$ cat config.mk
export PLATFORM = sky130hd
export DESIGN_NAME = alu_accum_param
export DESIGN_NICKNAME = d
export VERILOG_FILES = /design/src/rtl/alu_accum_param.sv
export SDC_FILE = /design/constraint.sdc
export NUM_CORES = 1
export LEC_CHECK = 0
export CAP_MARGIN = 20
export CORE_MARGIN = 2
export CORE_UTILIZATION = 55
export DETAILED_ROUTE_END_ITERATION = 16
export PLACE_DENSITY = 0.81
export RECOVER_POWER = 50
export SYNTH_ARGS = -nofsm -noshare
export SYNTH_HDL_FRONTEND = slang
export SYNTH_SLANG_ARGS = --single-unit
$ cat constraint.sdc
create_clock -name clock -period 2.8 [get_ports clock]
set_input_delay 0.56 -clock clock [delete_from_list [all_inputs] [get_ports clock]]
set_output_delay 0.56 -clock clock [all_outputs]
set_load 0.01 [all_outputs]
$ cat src/rtl/alu_accum_param.sv
// Parametrised accumulator ALU: one operation per accepted request, iterative
// shift-add multiply, status flags and optional unsigned saturation.
//
// state  | meaning
// IDLE   | in_ready high; single-cycle ops complete on the accepting edge
// MUL    | shift-add multiply in progress, one multiplier bit per edge
module alu_accum_param #(
  parameter int WIDTH    = 8,
  parameter bit SATURATE = 1'b0
) (
  input  logic             clock,
  input  logic             reset_L,
  input  logic             in_valid,
  output logic             in_ready,
  input  logic [2:0]       operation,
  input  logic [WIDTH-1:0] operand,
  output logic [WIDTH-1:0] result,
  output logic             result_valid,
  output logic             flag_zero,
  output logic             flag_carry,
  output logic             flag_ovf
);

  localparam int CW = $clog2(WIDTH);
  localparam logic [CW-1:0] CNT_LAST = CW'(WIDTH - 1);

  localparam logic [0:0] S_IDLE = 1'b0;
  localparam logic [0:0] S_MUL  = 1'b1;

  localparam logic [2:0] OP_ADD  = 3'd0;
  localparam logic [2:0] OP_SUB  = 3'd1;
  localparam logic [2:0] OP_OR   = 3'd2;
  localparam logic [2:0] OP_XOR  = 3'd3;
  localparam logic [2:0] OP_AND  = 3'd4;
  localparam logic [2:0] OP_LOAD = 3'd5;
  localparam logic [2:0] OP_MUL  = 3'd6;
  localparam logic [2:0] OP_CLR  = 3'd7;

  logic [0:0]         state_q, state_d;
  logic [WIDTH-1:0]   acc_q, acc_d;
  logic               zero_q, zero_d;
  logic               carry_q, carry_d;
  logic               ovf_q, ovf_d;
  logic               valid_q, valid_d;
  logic [2*WIDTH-1:0] mcand_q, mcand_d;
  logic [WIDTH-1:0]   mplier_q, mplier_d;
  logic [2*WIDTH-1:0] prod_q, prod_d;
  logic [CW-1:0]      cnt_q, cnt_d;

  logic [WIDTH:0]     sum;
  logic [WIDTH:0]     diff;
  logic [2*WIDTH-1:0] prod_step;
  logic               prod_hi;

  always_comb begin
    sum       = {1'b0, acc_q} + {1'b0, operand};
    diff      = {1'b0, acc_q} - {1'b0, operand};
    prod_step = prod_q + (mplier_q[0] ? mcand_q : '0);
    prod_hi   = |prod_step[2*WIDTH-1:WIDTH];

    state_d  = state_q;
    acc_d    = acc_q;
    zero_d   = zero_q;
    carry_d  = carry_q;
    ovf_d    = ovf_q;
    valid_d  = 1'b0;
    mcand_d  = mcand_q;
    mplier_d = mplier_q;
    prod_d   = prod_q;
    cnt_d    = cnt_q;

    if (state_q == S_IDLE) begin
      if (in_valid) begin
        valid_d = 1'b1;
        carry_d = 1'b0;
        ovf_d   = 1'b0;
        case (operation)
          OP_ADD: begin
            carry_d = sum[WIDTH];
            ovf_d   = (acc_q[WIDTH-1] == operand[WIDTH-1]) && (sum[WIDTH-1] != acc_q[WIDTH-1]);
            acc_d   = (SATURATE && sum[WIDTH]) ? '1 : sum[WIDTH-1:0];
          end
          OP_SUB: begin
            carry_d = diff[WIDTH];
            ovf_d   = (acc_q[WIDTH-1] != operand[WIDTH-1]) && (diff[WIDTH-1] != acc_q[WIDTH-1]);
            acc_d   = (SATURATE && diff[WIDTH]) ? '0 : diff[WIDTH-1:0];
          end
          OP_OR:   acc_d = acc_q | operand;
          OP_XOR:  acc_d = acc_q ^ operand;
          OP_AND:  acc_d = acc_q & operand;
          OP_LOAD: acc_d = operand;
          OP_CLR:  acc_d = '0;
          OP_MUL: begin
            // flags and result stay untouched until the product is done
            valid_d  = 1'b0;
            carry_d  = carry_q;
            ovf_d    = ovf_q;
            mcand_d  = {{WIDTH{1'b0}}, acc_q};
            mplier_d = operand;
            prod_d   = '0;
            cnt_d    = '0;
            state_d  = S_MUL;
          end
          default: acc_d = acc_q;
        endcase
        zero_d = (acc_d == '0);
      end
    end else begin
      prod_d   = prod_step;
      mcand_d  = mcand_q << 1;
      mplier_d = mplier_q >> 1;
      cnt_d    = cnt_q + CW'(1);
      if (cnt_q == CNT_LAST) begin
        state_d = S_IDLE;
        valid_d = 1'b1;
        carry_d = prod_hi;
        ovf_d   = 1'b0;
        acc_d   = (SATURATE && prod_hi) ? '1 : prod_step[WIDTH-1:0];
        zero_d  = (acc_d == '0);
        cnt_d   = '0;
      end
    end
  end

  always_ff @(posedge clock) begin
    if (!reset_L) begin
      state_q  <= S_IDLE;
      acc_q    <= '0;
      zero_q   <= 1'b1;
      carry_q  <= 1'b0;
      ovf_q    <= 1'b0;
      valid_q  <= 1'b0;
      mcand_q  <= '0;
      mplier_q <= '0;
      prod_q   <= '0;
      cnt_q    <= '0;
    end else begin
      state_q  <= state_d;
      acc_q    <= acc_d;
      zero_q   <= zero_d;
      carry_q  <= carry_d;
      ovf_q    <= ovf_d;
      valid_q  <= valid_d;
      mcand_q  <= mcand_d;
      mplier_q <= mplier_d;
      prod_q   <= prod_d;
      cnt_q    <= cnt_d;
    end
  end

  assign in_ready     = (state_q == S_IDLE);
  assign result       = acc_q;
  assign result_valid = valid_q;
  assign flag_zero    = zero_q;
  assign flag_carry   = carry_q;
  assign flag_ovf     = ovf_q;

endmodule

After elaboration in Yosys (flattened, before gate mapping)
Index checks and enable logic that the tools add are counted.

Input bits: 14. Flip-flop bits (word level): 56. Memory bits (writable): 0. Output and inout bits: 13. Memory bits (read-only): 0. Logic and storage cells: 87. Memories: 0. Bits in latches: 0.

Reduce and logical (&&, ||, !) cells: 13. Shifts and indexed selects: 0. Muxes and demuxes: 39. Add/subtract/negate cells: 4. Div/mod/pow operators: 0. Bitwise operators: 5. $mul: 0. Equality and inequality tests: 14. Magnitude comparators: 0.

Operators by type and width (count): 16-bit two-way mux (7); 8-bit one-hot mux with 7 select lines (1); 8-bit two-way mux (5); 7-bit two-way mux (3); 1-bit two-way mux (17); 16-bit adder (1); 8-bit logical NOT (2); 3-bit equality test (second input constant) (5); 3-bit two-way mux (4); 8-bit by 8-bit adder with 9-bit output (1); 8-bit by 8-bit subtractor with 9-bit output (1); 8-bit bitwise AND (1); 8-bit bitwise OR (1); 8-bit OR reduction (1); 8-bit bitwise XOR (1); 3-bit by 2-bit equality test with 1-bit output (second input constant) (2); 1-bit one-hot mux with 3 select lines (2); 2-bit AND reduction (3); 2-bit nonzero test (2); 3-bit by 1-bit adder with 3-bit output (second input constant) (1); 3-bit by 1-bit equality test with 1-bit output (second input constant) (1); 3-bit logical NOT (1); 1-bit != test (3); 3-bit AND reduction (1); 6 further kinds (8).

Logic depth before layout (Yosys ltp)
Gate-level depths: netlist (run 1).

Depth after elaboration: 7. Mapped depth: 12. Mapped depth without buffers: 12.

Worst setup path after synthesis (run 1)
No wires, ideal clock.

Path type: in2reg. Start point: in operand[0]. End point: reg zero_q, in the netlist flag_zero. Required time: 2.715 ns. Buffers on the path: 0. Setup time: 0.085 ns. Arrival: 2.854 ns. Stages: 11. Setup slack: -0.138 ns. Cell sequence: ha_1 > fa_1 > a21o_1 > a21o_1 > nor2_1 > a211oi_1 > a21oi_1 > o2111ai_1 > a21boi_0 > or4b_2 > o31ai_2.

Longest elaborated chain between the ends: 7. Elaborated cells on any way between the ends: 11. Classes of those cells: 2 x add/sub; 5 x mux; 3 x bitwise; 1 x reduce/logical.

Ends and longest elaborated chain: from (decl) (RTL line 16) `input logic [WIDTH-1:0] operand,`; 8-bit by 8-bit subtractor with 9-bit output, or another cell as far along (RTL line 57) `diff = {1'b0, acc_q} - {1'b0, operand};`; 8-bit one-hot mux with 7 select lines * (RTL line 77) `case (operation)`; 8-bit two-way mux * (RTL line 73) `if (in_valid) begin`; 8-bit two-way mux * (RTL line 72) `if (state_q == S_IDLE) begin`; 8-bit logical NOT * (RTL line 106) `zero_d = (acc_d == '0);`; 1-bit two-way mux * (RTL line 73); 1-bit two-way mux * (RTL line 72); to (signal assigned) (RTL line 140) `zero_q <= zero_d;`; to (decl) (RTL line 41) `logic zero_q, zero_d;`.

Every way passes the cells marked *; elsewhere a longest branch is shown, timed or not. The select of a mux whose other input is x is not followed. A chain may end at the register's enable or synchronous reset.

Final worst setup path (run 1)
Start point: reg mplier_q[0]. End point: reg carry_q, in the netlist flag_carry.

Longest elaborated chain between the ends: 5.

Ends and longest elaborated chain: from (decl) (RTL line 46) `logic [WIDTH-1:0] mplier_q, mplier_d;`; from (signal assigned) (RTL line 145) `mplier_q <= mplier_d;`; 16-bit two-way mux (RTL line 58) `prod_step = prod_q + (mplier_q[0] ? mcand_q : '0);`; 16-bit adder (RTL line 58); 8-bit OR reduction (RTL line 59) `prod_hi = |prod_step[2*WIDTH-1:WIDTH];`; 1-bit two-way mux (RTL line 113) `if (cnt_q == CNT_LAST) begin`; 1-bit two-way mux (RTL line 72); to (signal assigned) (RTL line 141) `carry_q <= carry_d;`; to (decl) (RTL line 42) `logic carry_q, carry_d;`.

No other way between the ends. The select of a mux whose other input is x is not followed.

==> results of run 1 <==
==> kinds of logic (layout without fill, tap and decap cells) <==
kind of cell | count (synthesis) | after routing
AOI/OAI and AO/OA | 182 | 182
and+or+nand+nor | 207 | 207
xor gates and xnor gates | 18 | 18
muxes | 8 | 8
buffers and inverters | 61 | 197
DFF | 56 | 56
adders and majority gates | 44 | 44
==> sequential cells by signal (all words and copies together), names as in the netlist <==
signal,flops
flag_zero,1
result_valid,1
prod_q,16
flag_carry,1
mcand_q,16
cnt_q,3
result,8
state_q,1
mplier_q,8
flag_ovf,1
==> power by group through the flow <==
stage	clock [W]	sequential [W]	combinational (W)
2_1_floorplan	0	0.000860	0.000305
3_3_place_gp	0	0.000854	0.000587
3_5_place_dp	0	0.000855	0.000597
4_1_cts	0.000543	0.000836	0.000624
5_1_grt	0.000573	0.000840	0.000720
6_report	0.000543	0.000838	0.000665
==> final timing paths <==
path	startpoint	end	slack, ps	depth (start not counted)
min	mplier_q[7]$_SDFFE_PP0P_	mplier_q[7]$_SDFFE_PP0P_	480	2
max reg2reg	mplier_q[0]$_SDFFE_PN0P_	flag_carry$_SDFFE_PN0P_	-80	11
min reg2reg	mplier_q[7]$_SDFFE_PP0P_	mplier_q[7]$_SDFFE_PP0P_	480	2
max	mplier_q[0]$_SDFFE_PN0P_	flag_carry$_SDFFE_PN0P_	-80	11
==> cell usage after synthesis (all sizes together), types with 3 or more instances <==
cell	instances	share of area
clkbuf	18	0.016
and2	18	0.026
xor2	6	0.012
o22ai	3	0.0044
a211oi	7	0.012
buf	13	0.014
o211ai	3	0.0052
inv	28	0.024
dfxtp	56	0.26
a21o	10	0.017
mux2i	6	0.014
o21ai	28	0.033
nand2	65	0.057
nor2	67	0.058
a21oi	85	0.10
a22oi	4	0.0070
o21bai	4	0.0070
xnor2	12	0.024
nand2b	4	0.0058
nand3	7	0.0081
fa	3	0.014
nor2b	4	0.0058
and3	15	0.022
nor3	14	0.017
a31oi	11	0.016
ha	41	0.12
==> per-layer routing <==
layer / vias up / part of all wire
li1: 2300 / -
met4: 0 / 0.034
met2: 186 / 0.49
met5: - / 0
met1: 2334 / 0.42
met3: 41 / 0.050
==> area by class of cell <==
cell class                 count  area [sq um]  area share
multi-input combinational    459          3360       0.551
inverter                      30           115      0.0189
tap                          102           128      0.0209
clock buffer                   6          72.6      0.0119
timing repair buffer         159          1260       0.206
sequential                    56          1130       0.185
clock inverter                 2          38.8     0.00636
==> metrics by stage <==
| stage | utilization | worst slack (ps) | power [W] |
|---|---|---|---|
| floorplan | - | 14.0 | 0.00117 |
| global placement | 0.710 | -555 | 0.00144 |
| detailed placement | 0.710 | -631 | 0.00145 |
| CTS | 0.766 | -4.60 | 0.00200 |
| global route | 0.798 | -156 | 0.00213 |
| finish | 0.798 | -84.0 | 0.00205 |
==> worst max-delay path, delay by kind of cell (launching register included) <==
| family | cells | cell delay, ps |
|---|---|---|
| adder cells (fa/ha/maj) | 1 | 280 |
| AO/OA/AOI/OAI | 5 | 970 |
| AND/OR/NAND/NOR | 3 | 870 |
| XOR/XNOR | 1 | 100 |
| flip-flops | 1 | 390 |
| buffers and inverters | 1 | 150 |
==> what timing repair did <==
action | in CTS | in global routing
cloned | 0 | 0
pin swaps | 25 | 35
resized for setup | 57 | 51
buffers inserted | 11 | 7
hold buffers | 0 | 0
endpoints found under the setup margin | 9 | 8
==> out/metrics.csv, run 1 <==
stage,metric,value,unit
detailed_routing,vias_per_cell,5.97,
setup_path,crit_path_max_incr_delay,560,ps
flow_run,maxCapViolations,0,
sta,drv_slew,0,
grt,grt_max_degree,35,
detailed_routing,drtPass1Iterations,5,
detailed_routing,ant_nets,0,
grt,met2_usage,0.597,
setup_path,required,3000,ps
detailed_routing,drtIter0Drc,375,
yosys,synth_xor_area_frac,0.0367,
sta,max_slew_margin,0.380,
power,powerDensity,335,nW/um^2
final_layout,diodes,0,
sta,hold_slack,480,ps
grt,grt-ovfl-total,0,
yosys,avgSynthCellArea,7.46,sq um
yosys,synth_seq_cells,56,
setup_path,critPathMaxFanout,7,
floorplan,core-area,7650,sq um
yosys,synth-edff-count,0,
clocking,cts_sinks,56,
sta,fin_crit_sh,1.03,
power,power.internal,0.00141,W
yosys,syn_inst,576,
sta,fin_tns_setup,-151,ps
status,status,"complete, but fails checks",
final_layout,nNetsFinal,769,
setup_path,end_kind,register,
yosys,ys.flop_type,dfxtp_1,
yosys,ys_async_sr_fraction,0,
grt,use_met1,0.413,
clocking,tritoncts,yes,
floorplan,fp.dieH,92.4,um
detailed_routing,avgRoutedWirePerCell,17.8,um
yosys,yosysUniqueCellTypes,65,
placement,place_inst,788,
placement,gp_congestion,1.02,
placement,placed_area,5430,sq um
setup_path,criticalPathCategory,reg2reg,
yosys,synth_top_family_by_area,compound AO/OA/AOI/OAI gates,
sta,finalSetupViolations,2,
clocking,clk_latency,310,ps
floorplan,die_w,92.4,um
grt,grt_use_met3,0.0309,
final_layout,fin_cells,814,
clocking,clock_path_buffers,2,
sta,worst_slew_pin_slew,926,ps
detailed_routing,num_vias,4861,
yosys,synthMuxAreaShare,0.0192,
power,p_sw,0.000634,W
sta,finClkSkew,9.31,ps
sta,min_period,2880,ps
floorplan,initial_core_util,0.562,
placement,dp_hpwl,10000,um
final_layout,final.fill_count,500,
detailed_routing,drc,0,
setup_path,cpMaxStageDelayCell,or4b_4,
setup_path,crit_chain,buf_6 > and2_4 > ha_4 > o21ai_4 > a211oi_4 > a21boi_4 > a2bb2oi_4 > xor2_2 > or4b_4 > nor3_4 > a41oi_2,
clocking,cts_buffers,5,
sta,final.setup.worst_slack,-84.0,ps
placement,io_buffers,26,
power,p_seq_frac,0.410,
power,leakage,2.69,nW
setup_path,startpoint_type,register,
yosys,synth-compound-area-share,0.269,
grt,grt_usage,0.336,
yosys,yosys.area_share.simple,0.224,
floorplan,dieArea,8540,sq um
status,violations,negative setup slack,
power,p_sw_frac,0.310,
min_path,min_path_type,reg2reg,
power,irDropWorstVdd,0.256,mV
final_layout,drive_gt1_frac,0.310,
floorplan,ios,27,
grt,busiest_layer,met2,
final_layout,area_growth,41.9,%
final_layout,final_cell_area,6100,sq um
grt,antenna_found_initial,0,
final_layout,layout_commonest_cell,buf_4,
sta,rsz0062_at_grt,yes,
setup_path,worstPathArrival,3080,ps
final_layout,layout_common_cells,"128 x buf_4, 75 x a21oi_1, 65 x nor2_1, 63 x nand2_1, 53 x dfxtp_1",
yosys,yosysWarnings,0,
power,clkPwrFrac,0.265,
yosys,ys_seq_area_frac,0.261,
yosys,syn_area,4300,sq um
yosys,synth_nets,634,
clocking,clk_pin_slew_worst_paths,100,ps
floorplan,fp-row-count,32,
grt,grt_pass1_vias,4789,
grt,grt_pass1_wl,23000,um
clocking,cts_root_buf,clkbuf_8,
sta,fmax,0.347,GHz
power,comb_power_share,0.325,
yosys,synth-adder-area-share,0.133,
clocking,htree_levels,2,
detailed_routing,wirelength,14500,um
sta,finalHoldViolCount,0,
Power figures use the tool's default switching activity.
==> run 2, diff against run 1 <==
--- a/config.mk
+++ b/config.mk
@@ -5,6 +5,7 @@
 export SDC_FILE = /design/constraint.sdc
 export NUM_CORES = 1
 export LEC_CHECK = 0
+export ABC_CLOCK_PERIOD_IN_PS = 2800
 export CAP_MARGIN = 20
 export CORE_MARGIN = 2
 export CORE_UTILIZATION = 55
==> results of run 2 <==
The final DEF is identical to that of run 1; final timing and power are the same.
==> run 3, diff against run 2 <==
--- a/config.mk
+++ b/config.mk
@@ -8,9 +8,9 @@
 export ABC_CLOCK_PERIOD_IN_PS = 2800
 export CAP_MARGIN = 20
 export CORE_MARGIN = 2
-export CORE_UTILIZATION = 55
+export CORE_UTILIZATION = 38
 export DETAILED_ROUTE_END_ITERATION = 16
-export PLACE_DENSITY = 0.81
+export PLACE_DENSITY = 0.6
 export RECOVER_POWER = 50
 export SYNTH_ARGS = -nofsm -noshare
 export SYNTH_HDL_FRONTEND = slang
==> run 3 against run 2 <==
Net effect:
- the flow still finishes with violations (negative setup slack)
- power up 4.8%
- register-to-register slack improved by 40 ps
- global-route usage fell by 10 points
- first-iteration DRC count down 37%
- design area grew 1.3%
- clock-buffer cell count is 1 lower
- sequential power rose by 0.5%
- critical path depth unchanged
- critical endpoint unchanged
- largest power group unchanged
==> out/metrics.csv, run 3 (synthesis results as in run 1) <==
stage,metric,value,unit
status,status,"complete, but fails checks",
status,violations,negative setup slack,
final_layout,diodes,0,
detailed_routing,vias_per_cell,5.44,
final_layout,drive_gt1_frac,0.311,
sta,fmax,0.352,GHz
clocking,clk_pin_slew_worst_paths,80,ps
grt,grt_pass1_wl,22100,um
detailed_routing,ant_nets,0,
sta,min_period,2840,ps
grt,grt_max_degree,31,
clocking,htree_levels,2,
floorplan,fp.dieH,110,um
final_layout,final_core_util,0.565,
sta,max_slew_margin,0.340,
setup_path,cpMaxStageDelayCell,or4b_1,
floorplan,fp-row-count,38,
sta,worst_slew_pin_slew,989,ps
floorplan,core-area,10900,sq um
sta,finalSetupViolations,1,
clocking,tritoncts,yes,
clocking,cts_buffers,5,
floorplan,dieArea,12200,sq um
detailed_routing,drc,0,
detailed_routing,drtPass1Iterations,5,
placement,dp_hpwl,10300,um
detailed_routing,avgRoutedWirePerCell,16.4,um
setup_path,required,2980,ps
sta,final.setup.worst_slack,-41.7,ps
placement,gp_congestion,0.953,
clocking,cts_hold_buf,0,
final_layout,regArea,1130,sq um
clocking,clk_latency,300,ps
setup_path,criticalPathCategory,reg2reg,
placement,io_buffers,26,
grt,antenna_found_initial,0,
setup_path,critPathMaxFanout,8,
clocking,cts_sinks,56,
power,irDropWorstVdd,0.270,mV
sta,fin_crit_sh,1.01,
final_layout,final.fill_count,1028,
sta,finClkSkew,12.4,ps
setup_path,path_delay_family,simple AND/OR/NAND/NOR gates,
sta,rsz0062_at_grt,yes,
placement,placed_area,5520,sq um
detailed_routing,wirelength,14000,um
final_layout,layout_common_cells,"131 x buf_4, 76 x a21oi_1, 66 x nor2_1, 64 x nand2_1, 53 x dfxtp_1",
detailed_routing,drtIter0Drc,236,
final_layout,final_cell_area,6180,sq um
floorplan,initial_core_util,0.393,
sta,finalHoldViolCount,0,
setup_path,worstPathArrival,3020,ps
min_path,min_path_type,reg2reg,
grt,grt-ovfl-total,0,
sta,hold_slack,467,ps
power,powerDensity,347,nW/um^2
floorplan,die_w,110,um
clocking,clock_path_buffers,2,
final_layout,layout_commonest_cell,buf_4,
grt,grt_usage,0.232,
final_layout,multiInputGateArea,3320,sq um
setup_path,path_buf_inv,1,
grt,grt_pass1_vias,4483,
setup_path,crit_path_max_incr_delay,520,ps
final_layout,area_growth,43.8,%
setup_path,startpoint_type,register,
power,leakage,2.74,nW
floorplan,ios,27,
final_layout,reg_top3,"mcand_q (16), prod_q (16)",
power,power,0.00215,W
flow_run,maxCapViolations,0,
final_layout,nNetsFinal,774,
detailed_routing,num_vias,4661,
setup_path,crit_chain,buf_6 > and2_4 > ha_4 > a21oi_4 > o21ai_2 > or4_4 > a2bb2oi_4 > xor2_2 > or4b_1 > nor3_2 > a41oi_2,
setup_path,end_kind,register,
sta,drv_slew,0,
clocking,cts_root_buf,clkbuf_16,
==> run 3: cell types whose count changed in the layout (fill, tap and decap cells not counted), moves of 2 or more <==
cell            delta
clkbuf_2           -2
ha_1               +2
nor3_2             +3
nor3_1             -2
dlymetal6s2s_1     -3
clkbuf_16          +5
clkbuf_8           -5
buf_4              +3
inv_1              +2
ha_4               -2
o21bai_2           +2
o21bai_1           -2
dlygate4sd3_1      +2
==> run 3: worst paths after layout <==
kind / to / slack (ps) / cells after the start / start
setup / recovery: flag_carry$_SDFFE_PN0P_ / -40 / 11 / mplier_q[0]$_SDFFE_PN0P_
hold / removal: prod_q[5]$_SDFFE_PN0P_ / 470 / 2 / prod_q[5]$_SDFFE_PN0P_
setup reg to reg: flag_carry$_SDFFE_PN0P_ / -40 / 11 / mplier_q[0]$_SDFFE_PN0P_
hold reg to reg: prod_q[5]$_SDFFE_PN0P_ / 470 / 2 / prod_q[5]$_SDFFE_PN0P_
==> run 3: worst register-to-register path, delay by kind of cell, from the launching register on <==
kind	cells	cell delay, ps
buffers and inverters	1	150
xor gates and xnor gates	1	180
DFF	1	380
AOI/OAI and AO/OA	4	570
and+or+nand+nor	4	1310
adders and majority gates	1	160
==> run 3: what timing repair did <==
item                                    4_1_cts  5_1_grt
setup buffers                                13        6
pin swaps                                    24       35
gates resized for setup                      54       42
endpoints found under the setup margin       10        7
==> run 3: per-stage QoR <==
| stage | setup slack [ps] | std cells | setup TNS, ps |
|---|---|---|---|
| 5_1_grt | -111 | 857 | -421 |
| 6_report | -41.7 | 857 | -41.7 |
| 3_5_place_dp | -656 | 830 | -4390 |
| 2_1_floorplan | 14.0 | 576 | 0 |
| 3_3_place_gp | -606 | 830 | -3490 |
| 4_1_cts | -17.9 | 851 | -17.9 |
==> run 3: report_power, final <==
| part | switching, W | internal (W) | total, W | leakage [nW] |
|---|---|---|---|---|
| logic | 0.000332 | 0.000323 | 0.000656 | 2.22 |
| clock network | 0.000314 | 0.000335 | 0.000648 | 0.0702 |
| registers | 0.0000264 | 0.000815 | 0.000842 | 0.456 |
==> run 3: area by class of cell <==
| cell class | instances | share of cell area |
|---|---|---|
| sequential | 56 | 0.183 |
| timing repair buffer | 164 | 0.210 |
| multi-input combinational | 459 | 0.537 |
| tap | 140 | 0.0283 |
| inverter | 30 | 0.0182 |
| clock inverter | 3 | 0.00344 |
| clock buffer | 5 | 0.0202 |
==> run 3: layer usage <==
metal,global-route usage,share of wire
met1,0.290,0.45
met2,0.419,0.50
met3,0.0229,0.028
met4,0.0705,0.027
met5,0,0
